`config.mk`:
```
export PLATFORM = sky130hd
export DESIGN_NAME = instruction_fetch_flat
export DESIGN_NICKNAME = d
export VERILOG_FILES = /design/src/rtl/brisc_pkg.sv /design/src/rtl/instruction_fetch_if.sv /design/src/rtl/brisc_pc_counter.sv /design/src/rtl/instruction_fetch.sv /design/src/flat_wrapper.sv
export SDC_FILE = /design/constraint.sdc
export NUM_CORES = 1
export LEC_CHECK = 0
export ABC_AREA = 1
export CORE_MARGIN = 1.5
export CORE_UTILIZATION = 48
export CTS_CLUSTER_SIZE = 16
export DETAILED_ROUTE_END_ITERATION = 16
export PLACE_DENSITY = 0.84
export SETUP_SLACK_MARGIN = 0.1
export SLEW_MARGIN = 20
export SYNTH_ARGS = -nofsm -noshare
export SYNTH_HDL_FRONTEND = slang
export SYNTH_HIERARCHICAL = 1
export SYNTH_SLANG_ARGS = --single-unit
```
`constraint.sdc`:
```
create_clock -name CLK -period 3.4 [get_ports CLK]
set_clock_uncertainty 0.1 [all_clocks]
set_input_delay 0.34 -clock CLK [delete_from_list [all_inputs] [get_ports CLK]]
set_output_delay 0.34 -clock CLK [all_outputs]
set_load 0.01 [all_outputs]
```
`src/rtl/brisc_pkg.sv`:
```
// BRISC shared types and widths.
// Widths, the NOP word and the fetch state encoding.
package brisc_pkg;

  localparam int BRISC_ADDR_W  = 5;
  localparam int BRISC_INSTR_W = 16;

  localparam logic [BRISC_INSTR_W-1:0] NOP =
    16'h0000;

  typedef enum logic [1:0] {
    WAIT_LOAD = 2'd0,
    FETCH     = 2'd1,
    DONE      = 2'd2
  } fetch_state_e;

endpackage

```
`src/rtl/instruction_fetch_if.sv`:
```
// Fetch bus: instruction memory read port plus
// the fetch->decode bundle and decode control.
//  master (fetch) drives program_counter, if_*, fetch_done
//  slave  (mem/decode) drives load_done, instruction,
//         stall, branch_taken, branch_target
interface instruction_fetch_if
  import brisc_pkg::*;
#(
  parameter int ADDR_W  = BRISC_ADDR_W,
  parameter int INSTR_W = BRISC_INSTR_W
);

  logic               load_done;
  logic [INSTR_W-1:0] instruction;
  logic [ADDR_W-1:0]  program_counter;
  logic               stall;
  logic               branch_taken;
  logic [ADDR_W-1:0]  branch_target;
  logic               if_valid;
  logic [INSTR_W-1:0] if_instruction;
  logic [ADDR_W-1:0]  if_pc;
  logic               fetch_done;

  modport master (
    input  load_done,
    input  instruction,
    output program_counter,
    input  stall,
    input  branch_taken,
    input  branch_target,
    output if_valid,
    output if_instruction,
    output if_pc,
    output fetch_done
  );

  modport slave (
    output load_done,
    output instruction,
    input  program_counter,
    output stall,
    output branch_taken,
    output branch_target,
    input  if_valid,
    input  if_instruction,
    input  if_pc,
    input  fetch_done
  );

endinterface

```
`src/rtl/brisc_pc_counter.sv`:
```
// BRISC program counter register.
// Ports: CLK, RST_N, load/load_val (redirect or
// reset value), en (+1 mod 2**ADDR_W), pc, at_max.
module brisc_pc_counter
  import brisc_pkg::*;
#(
  parameter int          ADDR_W   = BRISC_ADDR_W,
  parameter int unsigned RESET_PC = 0
) (
  input  logic              CLK,
  input  logic              RST_N,
  input  logic              load,
  input  logic [ADDR_W-1:0] load_val,
  input  logic              en,
  output logic [ADDR_W-1:0] pc,
  output logic              at_max
);

  localparam logic [ADDR_W-1:0] RST_PC =
    ADDR_W'(RESET_PC);

  always_ff @(posedge CLK or negedge RST_N) begin
    if (!RST_N) begin
      pc <= RST_PC;
    end else if (load) begin
      pc <= load_val;
    end else if (en) begin
      pc <= pc + 1'b1;
    end
  end

  assign at_max = &pc;

endmodule

```
`src/rtl/instruction_fetch.sv`:
```
// BRISC fetch stage: PC, memory address, fetch
// register, stall/redirect/halt and load gating.
// Ports: CLK, RST_N, bus (instruction_fetch_if.master)
//  carrying load_done, instruction, program_counter,
//  stall, branch_*, if_valid/if_instruction/if_pc,
//  fetch_done.
module instruction_fetch
  import brisc_pkg::*;
#(
  parameter int          ADDR_W   = BRISC_ADDR_W,
  parameter int          INSTR_W  = BRISC_INSTR_W,
  parameter int unsigned RESET_PC = 0,
  parameter bit          WRAP_EN  = 1'b1
) (
  input  logic                CLK,
  input  logic                RST_N,
  instruction_fetch_if.master bus
);

  localparam logic [ADDR_W-1:0] RST_PC =
    ADDR_W'(RESET_PC);

  fetch_state_e state_q, state_d;

  logic               pc_load;
  logic [ADDR_W-1:0]  pc_load_val;
  logic               pc_en;
  logic [ADDR_W-1:0]  pc;
  logic               pc_max;

  logic               vld_q, vld_d;
  logic [INSTR_W-1:0] ins_q, ins_d;
  logic [ADDR_W-1:0]  ipc_q, ipc_d;
  logic               done_q;

  brisc_pc_counter #(
    .ADDR_W   (ADDR_W),
    .RESET_PC (RESET_PC)
  ) u_pc (
    .CLK      (CLK),
    .RST_N    (RST_N),
    .load     (pc_load),
    .load_val (pc_load_val),
    .en       (pc_en),
    .pc       (pc),
    .at_max   (pc_max)
  );

  always_ff @(posedge CLK or negedge RST_N) begin
    if (!RST_N) begin
      state_q <= WAIT_LOAD;
      vld_q   <= 1'b0;
      ins_q   <= INSTR_W'(NOP);
      ipc_q   <= '0;
      done_q  <= 1'b0;
    end else begin
      state_q <= state_d;
      vld_q   <= vld_d;
      ins_q   <= ins_d;
      ipc_q   <= ipc_d;
      done_q  <= (state_d == DONE);
    end
  end

  always_comb begin
    state_d     = state_q;
    pc_load     = 1'b0;
    pc_load_val = RST_PC;
    pc_en       = 1'b0;
    vld_d       = vld_q;
    ins_d       = ins_q;
    ipc_d       = ipc_q;
    unique case (state_q)
      WAIT_LOAD: begin
        vld_d   = 1'b0;
        pc_load = 1'b1;
        if (bus.load_done) state_d = FETCH;
      end
      FETCH: begin
        if (!bus.load_done) begin
          state_d = WAIT_LOAD;
          pc_load = 1'b1;
          vld_d   = 1'b0;
        end else if (bus.branch_taken) begin
          pc_load     = 1'b1;
          pc_load_val = bus.branch_target;
          vld_d       = 1'b0;
        end else if (!bus.stall) begin
          ins_d = bus.instruction;
          ipc_d = pc;
          vld_d = 1'b1;
          // Without wrap the last word is still
          // delivered; PC parks on it.
          if (!WRAP_EN && pc_max) begin
            state_d = DONE;
          end else begin
            pc_en = 1'b1;
          end
        end
      end
      DONE: begin
        if (!bus.load_done) begin
          state_d = WAIT_LOAD;
          pc_load = 1'b1;
          vld_d   = 1'b0;
        end else if (bus.branch_taken) begin
          state_d     = FETCH;
          pc_load     = 1'b1;
          pc_load_val = bus.branch_target;
          vld_d       = 1'b0;
        end else if (!bus.stall) begin
          vld_d = 1'b0;
        end
      end
      default: begin
        state_d = WAIT_LOAD;
        pc_load = 1'b1;
        vld_d   = 1'b0;
      end
    endcase
  end

  assign bus.program_counter = pc;
  assign bus.if_valid        = vld_q;
  assign bus.if_instruction  = ins_q;
  assign bus.if_pc           = ipc_q;
  assign bus.fetch_done      = done_q;

endmodule

```
`src/flat_wrapper.sv`:
```
// flat-port wrapper written by rule: the top's interface ports become plain ports
module instruction_fetch_flat import brisc_pkg::*;
#(
  parameter int          ADDR_W   = BRISC_ADDR_W,
  parameter int          INSTR_W  = BRISC_INSTR_W,
  parameter int unsigned RESET_PC = 0,
  parameter bit          WRAP_EN  = 1'b1
)
  (CLK, RST_N, bus_load_done, bus_instruction, bus_program_counter, bus_stall, bus_branch_taken, bus_branch_target, bus_if_valid, bus_if_instruction, bus_if_pc, bus_fetch_done);
  instruction_fetch_if #(.ADDR_W(ADDR_W), .INSTR_W(INSTR_W)) bus_i ();
  input  logic CLK;
  input  logic RST_N;
  input wire logic [$bits(bus_i.load_done)-1:0] bus_load_done;
  input wire logic [$bits(bus_i.instruction)-1:0] bus_instruction;
  output wire logic [$bits(bus_i.program_counter)-1:0] bus_program_counter;
  input wire logic [$bits(bus_i.stall)-1:0] bus_stall;
  input wire logic [$bits(bus_i.branch_taken)-1:0] bus_branch_taken;
  input wire logic [$bits(bus_i.branch_target)-1:0] bus_branch_target;
  output wire logic [$bits(bus_i.if_valid)-1:0] bus_if_valid;
  output wire logic [$bits(bus_i.if_instruction)-1:0] bus_if_instruction;
  output wire logic [$bits(bus_i.if_pc)-1:0] bus_if_pc;
  output wire logic [$bits(bus_i.fetch_done)-1:0] bus_fetch_done;
  assign bus_i.load_done = bus_load_done;
  assign bus_i.instruction = bus_instruction;
  assign bus_program_counter = bus_i.program_counter;
  assign bus_i.stall = bus_stall;
  assign bus_i.branch_taken = bus_branch_taken;
  assign bus_i.branch_target = bus_branch_target;
  assign bus_if_valid = bus_i.if_valid;
  assign bus_if_instruction = bus_i.if_instruction;
  assign bus_if_pc = bus_i.if_pc;
  assign bus_fetch_done = bus_i.fetch_done;
  instruction_fetch #(.ADDR_W(ADDR_W), .INSTR_W(INSTR_W), .RESET_PC(RESET_PC), .WRAP_EN(WRAP_EN)) u_core (.CLK(CLK), .RST_N(RST_N), .bus(bus_i));
endmodule
```
==> impl_metrics.json <==
{
  "vdd_drop_max_v": 0.000280,
  "cts_buffer_depth": 2,
  "final_cell_area_um2": 2140,
  "finalMaxSlewViolations": 0,
  "post-synth-top-count-cell": "nand2_1",
  "ctsHoldBuffers": 0,
  "synthArstFlopShare_pct": 100,
  "clk_latency_ns": 0.31,
  "setup_ws_ns": 1.61,
  "cp.required_ns": 2.96,
  "status": "complete, no violations",
  "cts.clk_slew.worst_paths_ns": 0.08,
  "synth_top_cell_area_share_pct": 48.7,
  "yosys.area.top_type": "dfrtp_1",
  "syn-num-nets": 205,
  "period_needed_ns": 1.79,
  "antenna_cells": 0,
  "cp-end-kind": "primary output",
  "post-route-drc-count": 0,
  "netlist_area_um2": 1540,
  "placement.cell_area_um2": 2090,
  "finalPower_mw": 1.31,
  "worst-path-buf-inv": 1,
  "numPortBuffers": 53,
  "ys_warn_count": 6,
  "cp.depth": 1,
  "grt_pass1_wl_um": 4620,
  "die_h_um": 59.6,
  "cts_tree": "done",
  "cts_setup_buffers": 0,
  "cts_buffers": 5,
  "postSynthAreaPerCell_um2": 8.95,
  "synthTopCellsByCount": "nand2_1, inv_1, dfrtp_1",
  "vias_per_cell": 4.47,
  "yosys_register_bits": 30,
  "r2r_start": "u_core/state_q[1]",
  "pin_count": 54,
  "cp_slowest_stage_delay_ns": 0.58,
  "hp-class": "input port to asynchronous set/reset pin",
  "ctsResizeCount": 0,
  "synth_edf_count": 0,
  "h-tree-depth": 2,
  "clock.fmax_mhz": 559,
  "worstSetupStartpointType": "register",
  "final.period_utilization_pct": 52.7,
  "rows": 20,
  "num_vias": 1217,
  "place_hpwl_um": 2040,
  "ant_nets": 0,
  "nets": 262,
  "ff2ff_path_depth": 5,
  "overflow": 0,
  "ys_seq_area_share_pct": 48.7,
  "crit_fanout": 7,
  "first_pass_iters": 4,
  "tns_ns": 0,
  "start_util_pct": 50.5,
  "grt_max_degree": 43,
  "dpl_worst_slack_ns": 1.38,
  "routedWlPerCell_um": 10.1,
  "cp_slowest_cell": "clkdlybuf4s50_1",
  "path_class": "register to primary output",
  "powerDensity_nw_per_um2": 610,
  "area_growth_pct": 38.9,
  "syn_inst": 172,
  "gp_congestion": 0.759,
  "n_fill_cell": 259,
  "drt-initial-drc-count": 45,
  "cp_top_family": "buffers and inverters",
  "synth_top_flop_cell": "dfrtp_1",
  "cp_cell_sequence": "clkdlybuf4s50_1",
  "drive_gt1_share_pct": 14.5,
  "grt_pass1_vias": 1109,
  "netlist_top_cells_area": "dfrtp_1, o21ai_2, nand2_1",
  "antenna_found_initial": 0,
  "core_um2": 3050,
  "final_hold_viol_count": 0,
  "die_w_um": 59.6,
  "rsz0062_at_grt": "false",
  "power_leakage_nw": 1.05,
  "cap_viol_max_count": 0,
  "die-area_um2": 3560,
  "synth.distinct_cells": 19,
  "worstPathArrival_ns": 1.35,
  "drt-total-wl_um": 2740,
  "cts.sinks": 30,
  "rrSetupSlack_ns": 1.65,
  "slew_headroom_pct": 62.7,
  "root_buffer": "clkbuf_4",
  "reg2reg_to": "u_core/bus.if_pc[1]",
  "track_usage_pct": 17.9,
  "setup_viol": 0,
  "tightest_slew_ns": 0.559
}
[power by group]
part | internal, mW | leakage [nW] | switching [mW] | total [mW]
sequential | 0.472 | 0.391 | 0.0755 | 0.547
combinational | 0.313 | 0.633 | 0.247 | 0.561
clock | 0.0930 | 0.0302 | 0.105 | 0.198
[state kept, by name, summed over array words and instances (netlist names)]
register / cells
u_core/bus.fetch_done: 1
u_core/bus.if_pc: 5
u_core/bus.if_instruction: 16
u_core/state_q: 2
u_core/u_pc/pc: 5
u_core/bus.if_valid: 1
[final cells by class]
type                            instances  area, um^2  area share (%)
Sequential cell                        30         751            35.1
Multi-Input combinational cell        102         609            28.5
Tap cell                               44        55.1            2.57
Clock buffer                            6        51.3            2.40
Inverter                               36         135            6.32
Timing Repair Buffer                   54         538            25.1
[logic make-up (layout without fill, tap and decap cells)]
logic type	count (synthesis)	after routing	share of synthesized area, %
xor gates and xnor gates	1	1	0.569
and+or+nand+nor	64	64	18.0
DFF	30	30	48.7
adders and majority gates	7	7	5.69
buffers and inverters	40	96	11.7
AOI/OAI and AO/OA	30	30	15.4
[layer usage]
layer,routed length [um],up-vias,part of all wire (%),GRT usage (%)
met1,1210,529,44,22.1
li1,-,641,-,-
met5,0,-,0,0
met4,31,0,1.1,10.5
met2,1290,45,47,28.0
met3,220,2,8.0,4.80
[stage by stage]
step / hold slack, ns / util (%) / std cells
2_1_floorplan: -0.0556 / - / 172
3_3_place_gp: 0.364 / 68.4 / 266
3_5_place_dp: 0.367 / 68.4 / 266
4_1_cts: 0.303 / 70.1 / 272
5_1_grt: 0.331 / 70.1 / 272
6_report: 0.305 / 70.1 / 272
[worst register-to-register path, stage by stage, from the launching register on]
cell	delay (ns)
dfrtp_1	0.42
inv_1	0.13
ha_1	0.23
nand3_4	0.44
nand2_1	0.24
o21ai_2	0.07
[worst max path at each step]
| stage | to | startpoint | slack, ns |
|---|---|---|---|
| after global routing | u_core/bus.if_instruction[14] | u_core/state_q[1] | 1.48 |
| after global placement | u_core/bus.if_pc[4] | bus_branch_taken | 1.41 |
| after floorplan | u_core/u_pc/pc[3] | u_core/state_q[0] | 1.93 |
| after CTS | bus_program_counter[2] | u_core/u_pc/pc[2] | 1.59 |
| final | bus_program_counter[2] | u_core/u_pc/pc[2] | 1.61 |
| after detailed placement | u_core/bus.if_instruction[4] | bus_branch_taken | 1.38 |
[layout by cell type, fill, tap and decap left out]
master,netlist,final
a21boi_1,2,2
a21oi_1,1,1
a22oi_1,1,1
and3_1,1,1
buf_4,0,1
clkbuf_4,0,5
clkbuf_8,0,1
clkdlybuf4s50_1,0,53
dfrtp_1,30,30
ha_1,7,7
inv_1,35,35
inv_2,1,1
nand2_1,40,40
nand3_1,8,8
nand3_4,1,1
nand4_1,1,1
nor2_1,10,10
nor2_2,3,3
o21ai_0,2,2
o21ai_1,3,3
o21ai_2,21,21
xnor2_1,1,1
Note: power is estimated with default switching activity, not from simulation.
